--- config.mk ---
export PLATFORM = sky130hd
export DESIGN_NAME = sync_fifo_param
export DESIGN_NICKNAME = d
export VERILOG_FILES = /design/src/rtl/sync_fifo_param.sv
export SDC_FILE = /design/constraint.sdc
export NUM_CORES = 1
export LEC_CHECK = 0
export ABC_AREA = 1
export CORE_MARGIN = 2
export CORE_UTILIZATION = 36
export DETAILED_ROUTE_END_ITERATION = 6
export PLACE_DENSITY_LB_ADDON = 0.3
export SYNTH_ARGS = -nofsm -noshare
export SYNTH_HDL_FRONTEND = slang
export SYNTH_SLANG_ARGS = --single-unit
--- constraint.sdc ---
create_clock -name clk -period 2.42 [get_ports clk]
set_clock_uncertainty 0.1 [all_clocks]
set_input_delay 0.242 -clock clk [delete_from_list [all_inputs] [get_ports clk]]
set_output_delay 0.242 -clock clk [all_outputs]
set_load 0.02 [all_outputs]
--- src/rtl/sync_fifo_param.sv ---
// sync_fifo_param: parametrised single-clock FIFO with thresholds, fill count, sticky errors and optional FWFT read
// Ports:
//   clk, reset            clock and synchronous active-high reset
//   write, data_in        write request and data
//   read                  read request
//   err_clr               clears the sticky overflow/underflow flags
//   data_out              read data (registered, or head word in FWFT mode)
//   full, empty           count == DEPTH, count == 0
//   almost_full/_empty    count >= AF_THRESH, count <= AE_THRESH
//   count                 number of stored words
//   overflow, underflow   sticky: a write / read was dropped
module sync_fifo_param #(
    parameter int WIDTH     = 8,
    parameter int DEPTH     = 16,
    parameter int AF_THRESH = DEPTH - 2,
    parameter int AE_THRESH = 2,
    parameter int FWFT      = 0
) (
    input  logic                     clk,
    input  logic                     reset,
    input  logic                     write,
    input  logic [WIDTH-1:0]         data_in,
    input  logic                     read,
    input  logic                     err_clr,
    output logic [WIDTH-1:0]         data_out,
    output logic                     full,
    output logic                     empty,
    output logic                     almost_full,
    output logic                     almost_empty,
    output logic [$clog2(DEPTH):0]   count,
    output logic                     overflow,
    output logic                     underflow
);
    localparam int AW = $clog2(DEPTH);
    localparam int CW = AW + 1;
    logic [WIDTH-1:0] r_mem [DEPTH];
    logic [AW-1:0]    r_wptr;
    logic [AW-1:0]    r_rptr;
    logic [CW-1:0]    r_count;
    logic             r_ovf;
    logic             r_unf;
    logic             w_empty;
    logic             w_full;
    logic             w_rd_ok;
    logic             w_wr_ok;
    assign w_empty      = r_count == '0;
    assign w_full       = r_count == CW'(DEPTH);
    assign w_rd_ok      = read && !w_empty;
    // a read accepted at full frees the slot this write lands in
    assign w_wr_ok      = write && (!w_full || w_rd_ok);
    assign empty        = w_empty;
    assign full         = w_full;
    assign almost_full  = r_count >= CW'(AF_THRESH);
    assign almost_empty = r_count <= CW'(AE_THRESH);
    assign count        = r_count;
    assign overflow     = r_ovf;
    assign underflow    = r_unf;
    always_ff @(posedge clk) begin
        if (reset) begin
            r_wptr  <= '0;
            r_rptr  <= '0;
            r_count <= '0;
            r_ovf   <= 1'b0;
            r_unf   <= 1'b0;
        end else begin
            if (w_wr_ok) r_wptr <= r_wptr + AW'(1);
            if (w_rd_ok) r_rptr <= r_rptr + AW'(1);
            if (w_wr_ok && !w_rd_ok) r_count <= r_count + CW'(1);
            else if (w_rd_ok && !w_wr_ok) r_count <= r_count - CW'(1);
            // a new drop event in the clearing cycle keeps the flag set
            r_ovf <= (write && !w_wr_ok) || (r_ovf && !err_clr);
            r_unf <= (read && !w_rd_ok) || (r_unf && !err_clr);
        end
    end
    always_ff @(posedge clk) begin
        if (w_wr_ok && !reset) r_mem[r_wptr] <= data_in;
    end
    if (FWFT != 0) begin : g_fwft
        assign data_out = w_empty ? '0 : r_mem[r_rptr];
    end else begin : g_std
        logic [WIDTH-1:0] r_dout;
        always_ff @(posedge clk) begin
            if (reset) r_dout <= '0;
            else if (w_rd_ok) r_dout <= r_mem[r_rptr];
        end
        assign data_out = r_dout;
    end
endmodule

* Yosys cells after proc, flatten, opt, wreduce, memory -nomap -nowiden
Memory sizes are Yosys's and may differ from the RTL's. A register that Yosys moved wholly into a read port is not among the register bits.
Cells that the tools add are included.
** Cells by class
- Reduce and logical (&&, ||, !) cells :: 20
- Magnitude comparators :: 2
- Eq/ne operators :: 1
- Add/sub/neg operators :: 4
- Multiplexer cells :: 4
** Operators by type and width (count)
- $mux W5 :: 2
- $logic_and A1 B1 Y1 :: 9
- $add A4 B1 Y4 const B :: 2
- $logic_not A1 Y1 :: 6
- $add A5 B1 Y5 const B :: 1
- $eq A5 B5 Y1 const B :: 1
- $ge A5 B4 Y1 const B :: 1
- $le A5 B2 Y1 const B :: 1
- $logic_not A5 Y1 :: 1
- $sub A5 B1 Y5 const B :: 1
- $logic_or A1 B1 Y1 :: 3
- $mux W1 :: 2
- $reduce_bool A2 Y1 :: 1
** Word-level totals
- RAM bits :: 128
- Memories kept :: 1
- Input bits :: 13
- Word-level logic and storage cells :: 37
- Bits in registers :: 15
** Memory list
- r_mem :: words 16, width 8, read ports 1, clocked after Yosys merged registers in 1, write ports 1, RTL line 36 : logic [WIDTH-1:0] r_mem [DEPTH];

* Longest topological paths before layout
- Word-level depth :: 9
- Depth in mapped cells :: 14
- Gate-level depth less buffers :: 14

* Least setup slack after synthesis
Ideal clock, no wire load.
- Path kind :: register -> register
- Start point :: reg r_count[1], in the netlist count[1]
- End point :: reg r_count[3], in the netlist count[3]
- Period minus slack after synthesis :: 2.357 ns
- Cell stages (with the launch flop) :: 13
- Library setup time :: 0.115 ns
- Arrival time :: 2.141 ns
- Setup slack :: 0.063 ns
- Data required time :: 2.205 ns
- Path through :: dfxtp_1 nor2_2 nand4_1 o21ai_2 inv_2 ha_1 inv_1 ha_1 a21oi_1 nand2_1 xor2_1 o21ai_0 inv_1
** Between the ends
- Longest elaborated chain between the ends :: 8
- Elaborated cells on any way between the ends :: 16
- Those cells by class :: 2 x add/sub; 1 x eq/ne; 2 x mux; 11 x reduce/logical
** RTL lines
- start, declared :: RTL line 39 : logic [CW-1:0] r_count;
- start signal, assigned :: RTL line 68 : if (w_wr_ok && !w_rd_ok) r_count <= r_count + CW'(1);
- start signal, assigned :: RTL line 69 : else if (w_rd_ok && !w_wr_ok) r_count <= r_count - CW'(1);
- parallel branches: the longest is 8 deep, another holds $sub A5 B1 Y5
Several ways; the timed one is not identified. The select of a mux whose other input is x is not followed.
A chain may end at the register's enable or synchronous reset.

* Final worst setup path
- Start point :: reg r_count[2], in the netlist count[2]
- End point :: out full
** Between the ends
- Longest elaborated chain between the ends :: 1
** RTL lines
- $eq A5 B5 Y1 :: RTL line 47 : assign w_full = r_count == CW'(DEPTH);
- end, declared :: RTL line 26 : output logic full,
Every way passes these cells.

==> reports/metrics.cfg <==
[timing]
rsz0062_at_grt = false
fmax_ghz = 0.452
slew_violations = 0
fin_ws_ns = 0.206
finalSetupViolCount = 0
worstMarginPinSlew_ns = 0.645
tns_ns = 0
finalHoldViolations = 0
fin_crit_sh_pct = 91.5
slew-limit-headroom_pct = 56.7
finalWorstPathRequiredPeriod_ns = 2.21

[clocking]
insertion_delay_ns = 0.42
tritoncts = yes
cts_root_buf = clkbuf_16
path_clk_slew_ns = 0.06
htree_levels = 4
cts_inserted_buffers = 17
clockBufferDepth = 2
ctsHoldBuffers = 0
clock_sinks = 151

[place]
placed_cells = 939
port_buffers = 31
dp_slack_ns = -0.0151
dpl_cell_area_um2 = 7340
dp_hpwl_mm = 9.61
finalWeightedCongestion = 0.809

[hold_path]
hold_path.class = register to register
holdCritStartpoint = overflow

[yosys]
netlist_top_cells_area = edfxtp_1, nand2_1, nand3_1
syn_inst = 677
synth_edf_count = 128
synth_seq_area_share_pct = 64.7
synthFlopType = edfxtp_1
yosysMostFrequentCell = nand2_1
synth_fa_ha_area_share_pct = 1.99
synthMuxAreaShare_pct = 0
yosysUniqueCellTypes = 26
synth_top_area_share_pct = 57.8
ys_ff_latch = 151
syn_area_um2 = 6650
synthArstFlopShare_pct = 0
synth_xor_area_share_pct = 0.790
syn_area_per_cell_um2 = 9.82
synth_nets = 700
synth-compound-area-share_pct = 2.11
synth_warnings = 0
synth_top_cell_by_area = edfxtp_1
ys_top_cells_by_count = nand2_1, edfxtp_1, nand3_1
synth_top_family_by_area = simple AND/OR/NAND/NOR gates
synth-simple-area-share_pct = 22.5

[global_routing]
grtUsageTotal_pct = 16.1
first_global_vias = 4503
grt_pass1_wl_mm = 24.2
antenna_found_initial = 0
grt_max_degree = 67
grt-ovfl-total = 0

[worst_setup_path]
endpoint_kind = output port
crit_required_ns = 2.08
worstReg2RegStart = count[2]
critPathLaunchType = register
arrival_ns = 1.87
crit_path_start = count[2]
critPathKind = register to output port
cp_max_fo = 2

[power_and_ir_drop]
p_per_area_nw_per_um2 = 989
p_leak_nw = 3.33
finalPower_w = 0.00788
vdd_drop_max_mv = 0.544

[finish]
fillerInstances = 1719
fin_cells = 972
antennaDiodeCount = 0
fin_nets = 754
finalInstanceArea_um2 = 7960
drive_above_1_share_pct = 9.83
syn_to_final_growth_pct = 19.8

[routing]
drt_pass1_iterations = 5
drc_errors = 0
wl_mm = 15.0
antenna_left = 0
via_count = 4622
first_iter_violations = 314
via_per_inst = 4.76
wl_per_cell_um = 15.5

[die]
dieArea_um2 = 19600
die_x_um = 140
core_um2 = 18000
io_pins = 32
start_util_pct = 36.9
die_h_um = 140
rows = 49

[run]
cap_violations = 0

[run_status]
status = complete, no violations

## worst max-delay path, stage by stage (launching register included)
cell and delay [ns]:
dfxtp_1 0.32, nor2_2 0.16, nand4_1 0.15, buf_4 0.17, inv_1 0.06, clkdlybuf4s50_1 0.60
## metrics by stage
step	utilization (%)	hold WS (ns)
global route	44.2	0.370
global placement	40.7	0.352
floorplan	-	0.241
finish	44.2	0.367
detailed placement	40.7	0.360
CTS	44.0	0.354
## metal layers
layer	up-vias	share of wire (%)	global-route usage, %
met4	0	2.9	6.95
li1	2297	-	-
met3	27	4.4	3.04
met2	110	49	26.9
met1	2188	43	20.5
met5	-	0	0
## worst paths after layout
kind,depth (start not counted),to,slack [ns]
worst min register to register,2,overflow,0.37
worst max-delay path,5,full,0.21
worst max register to register,12,count[3],0.22
worst min-delay path,2,overflow,0.37
## kinds of logic after synthesis
kind of cell	Yosys count
fa+ha+maj	10
flops	151
buf+inv	123
xor+xnor	6
simple gates	361
compound gates	26
## state kept, by name, indices dropped and copies added, names as in the netlist
name / flops
underflow: 1
overflow: 1
count: 5
data_out: 8
r_wptr: 4
r_rptr: 4
r_mem: 128
## final cells by class
cell class	count	area (um^2)	share of cell area, %
Multi-Input combinational cell	403	1840	23.1
Timing Repair Buffer	64	582	7.31
Inverter	94	353	4.43
Clock buffer	19	433	5.44
Tap cell	229	287	3.60
Sequential cell	151	4310	54.1
Clock inverter	12	159	2.00
## placed cells by master, fill, tap and decap left out, drive strengths merged, types with 2 or more instances in the layout
cell,n
clkinvlp,2
bufinv,4
xor2,5
buf,33
edfxtp,128
ha,9
nand3,98
clkbuf,19
nand2,222
o21ai,9
a21oi,15
nor2,39
dfxtp,23
clkinv,8
inv,92
nand4,2
clkdlybuf4s50,30
## power breakdown
group | total, W | switching (W) | leakage [nW] | internal [W]
Combinational | 0.00216 | 0.00136 | 1.71 | 0.000796
Sequential | 0.00305 | 0.0000929 | 1.34 | 0.00295
Clock | 0.00267 | 0.000976 | 0.280 | 0.00170
Total | 0.00788 | 0.00243 | 3.33 | 0.00545
## timing repair
action | 4_1_cts | 5_1_grt
gates resized for setup | 2 | 7
pin swaps | 0 | 3
buffers inserted | 0 | 2
endpoints found under the setup margin | 1 | 2
(Power assumes the default switching activity.)
==> variant 1, RTL diff (same settings) <==
The parameter `FWFT` goes from 0 to 1.
--- a/src/rtl/sync_fifo_param.sv
+++ b/src/rtl/sync_fifo_param.sv
@@ -15,5 +15,5 @@
     parameter int AF_THRESH = DEPTH - 2,
     parameter int AE_THRESH = 2,
-    parameter int FWFT      = 0
+    parameter int FWFT      = 1
 ) (
     input  logic                     clk,
Check against the original RTL: not equivalent (Yosys sat finds a counterexample within 4 cycles, from zero or initial values and one cycle with reset high).
==> variant 1 against the unedited design <==
  * Non-clock buffer count grew 1
  * Synthesized area shrank 6.9%
  * Cell count shrank 12%
  * Total power shrank 2.0%
  * Cell area shrank 6.4%
  * Utilization grew 0.46 points
  * Synthesized cell count shrank 16%
  * Routed wire length shrank 9.8%
  * Sequential cell count shrank 4
  * Worst setup slack lost 0.034 ns
  * Critical path type unchanged
  * Highest routed layer unchanged
==> variant 1: results (changes against the unedited design) <==
[layout]
area_share_nonclk_buffers=0.0779  ; +0.00481
final_cell_count_no_fill=859  ; -12%
drive_gt1_frac=0.128  ; +0.0301
post_layout_nets=649  ; -14%
inverters_excl_clock=23  ; -76%
final-seq-area_sq_um=4230  ; -1.9%
clk_share=0.0777  ; +0.00339

[synth]
synthesis.nets=590  ; -16%
ys_ff_latch=147  ; -2.6%
syn-mean-instance-area_sq_um=10.9  ; +11%

[place]
post_dp_cell_area_sq_um=6890  ; -6.1%
place.detailed.hpwl_microns=8650  ; -10%
dp.cells=826  ; -12%
place_worst_setup_slack_ns=0.00592  ; +0.0211 ns

[worst_setup_path]
crit_path_max_incr_delay_ns=0.37  ; -0.23 ns
critPathSlowestCell=dfxtp_2
timing.critical_path.to=data_out[0]
worst_ep_arrival_time_ns=1.91  ; +0.04 ns
crit_fanout=32  ; +30

[floorplan]
fp.dieW_microns=135  ; -3.4%

[timing]
final_critical_path_setup_slack_ns=0.172  ; -0.0336 ns
finalHoldWorstSlack_ns=0.367  ; -0.000171 ns
max_slew.worst_pin.slew_ns=0.810  ; +0.165 ns

[worst_hold_path]
timing.hold.worst.start=underflow
worst_case_hold_path_end_point=underflow

[grt]
number_of_global_route_vias_before_repair=4059  ; -9.9%
pin_count_of_the_biggest_net_entering_global_routing=46  ; -31%
wire_length_of_the_first_global_routing_pass_microns=21500  ; -11%

[pwr]
static-leakage-power_nw=2.82  ; -15%

[drt]
via_per_inst=4.85  ; +1.9%

[clock_network]
cts_repair_resize_count=9  ; +7

[run_status]
status=finished clean

-- variant 1: power breakdown --
| group | switching [mW] | total (mW) | internal [mW] |
|---|---|---|---|
| registers | 0.0731 | 2.93 | 2.85 |
| logic | 1.44 | 2.26 | 0.821 |
| clock network | 1.01 | 2.53 | 1.52 |
| total | 2.52 | 7.72 | 5.20 |
-- variant 1: logic make-up (layout without fill, tap and decap cells) --
kind of cell,count (synthesis),after routing,synth area share
AND/OR/NAND/NOR,328,328,0.223
adder cells (fa/ha/maj),10,10,0.0214
buffers and inverters,48,120,0.0422
XOR/XNOR,6,6,0.00849
flip-flops,147,147,0.682
AO/OA/AOI/OAI,28,28,0.0226
-- variant 1: routing by layer --
layer | global-route usage | vias to the layer above | share of wire
met5 | 0 | - | 0
met4 | 0.0550 | 0 | 0.022
met3 | 0.0458 | 15 | 0.062
li1 | - | 2064 | -
met1 | 0.210 | 1963 | 0.46
met2 | 0.246 | 120 | 0.45
==> variant 2, RTL diff (config.mk and constraints unchanged) <==
Made on the original files. Register the output `count` once more, with the module's reset; this adds one clock of latency there. The other outputs are not delayed to match.
--- a/src/rtl/sync_fifo_param.sv
+++ b/src/rtl/sync_fifo_param.sv
@@ -53,5 +53,11 @@
     assign almost_full  = r_count >= CW'(AF_THRESH);
     assign almost_empty = r_count <= CW'(AE_THRESH);
-    assign count        = r_count;
+    always_ff @(posedge clk) begin
+        if (reset) begin
+            count <= '0;
+        end else begin
+            count <= r_count;
+        end
+    end
     assign overflow     = r_ovf;
     assign underflow    = r_unf;
Function: changed (Yosys sat finds a counterexample within 4 cycles, from zero or initial values and one cycle with reset high).
==> variant 2 against the unedited design <==
  * Synthesized area increased by 2.0%
  * Total power is 3.2% lower
  * Routed wire length is 2.1% higher
  * Combinational power decreased by 5%
  * Largest power group unchanged
  * Sequential cell count up 5
  * Cell area is 0.64% higher
  * Utilization shrank 1.0 points
  * Worst setup slack lost 0.023 ns
==> variant 2: results (changes against the unedited design) <==
[run_status]
status=finished clean

[pwr]
clock_power_share=0.318  ; -0.021
clock_net_power_mw=2.43  ; -9.0%
peak_supply_drop_v=0.000447  ; -18%
static-leakage-power_nw=3.37  ; +0.94%

[layout]
comb.multi_input.count=405  ; +0.50%
area_share_nonclk_buffers=0.0712  ; -0.00187
drive_gt1_frac=0.0944  ; -0.00384
nonClockBufferCount=62  ; -3.1%
seq_share=0.550  ; +0.00856
clock_buffers=26  ; +7
post_layout_nets=762  ; +1.1%
multi_input_logic_portion_of_the_cell_area=0.230  ; -0.00148

[worst_setup_path]
critPathSlowestCell=dfxtp_1
crit_path_max_incr_delay_ns=0.35  ; -0.25 ns
timing.critical_path.max_delay_family=simple AND/OR/NAND/NOR gates

[place]
place.gp.congestion=0.800  ; -1.1%
place.detailed.hpwl_microns=9360  ; -2.5%
place_worst_setup_slack_ns=0.0204  ; +0.0356 ns

[grt]
global_route_usage_over_all_layers=0.163  ; +0.00184
wire_length_of_the_first_global_routing_pass_microns=23800  ; -1.3%

[drt]
routed_wl_microns=15400  ; +2.1%

[synth]
syn-instance-count=688  ; +1.6%
yosysUniqueCellTypes=28  ; +7.7%

[timing]
finalHoldWorstSlack_ns=0.367  ; -0.000116 ns

[floorplan]
start_util=0.365  ; -0.00403

==> variant 2: cells by family (layout without fill, tap and decap cells) <==
logic type,count (synthesis),in the layout,share of synthesized area
buffers and inverters,127,191,0.0797
and+or+nand+nor,360,360,0.220
DFF,156,156,0.650
adders and majority gates,10,10,0.0196
AOI/OAI and AO/OA,29,29,0.0233
xor gates and xnor gates,6,6,0.00775
==> variant 2: per-layer routing <==
metal,track usage,up-vias,wire length (microns)
met4,0.0816,0,434
li1,-,2326,-
met1,0.214,2158,7050
met3,0.0333,31,593
met5,0,-,0
met2,0.257,96,7290
==> variant 2: worst paths after layout <==
check                                start         end  cells after the start
worst max register to register  r_count[2]  r_count[4]                     14
worst min-delay path              overflow    overflow                      2
worst max-delay path            r_count[2]  r_count[4]                     14
worst min register to register    overflow    overflow                      2
==> variant 2: repair_timing <==
action                                  4_1_cts  5_1_grt
endpoints found under the setup margin        0        2
gates resized for setup                       0        6
setup buffers                                 0        1
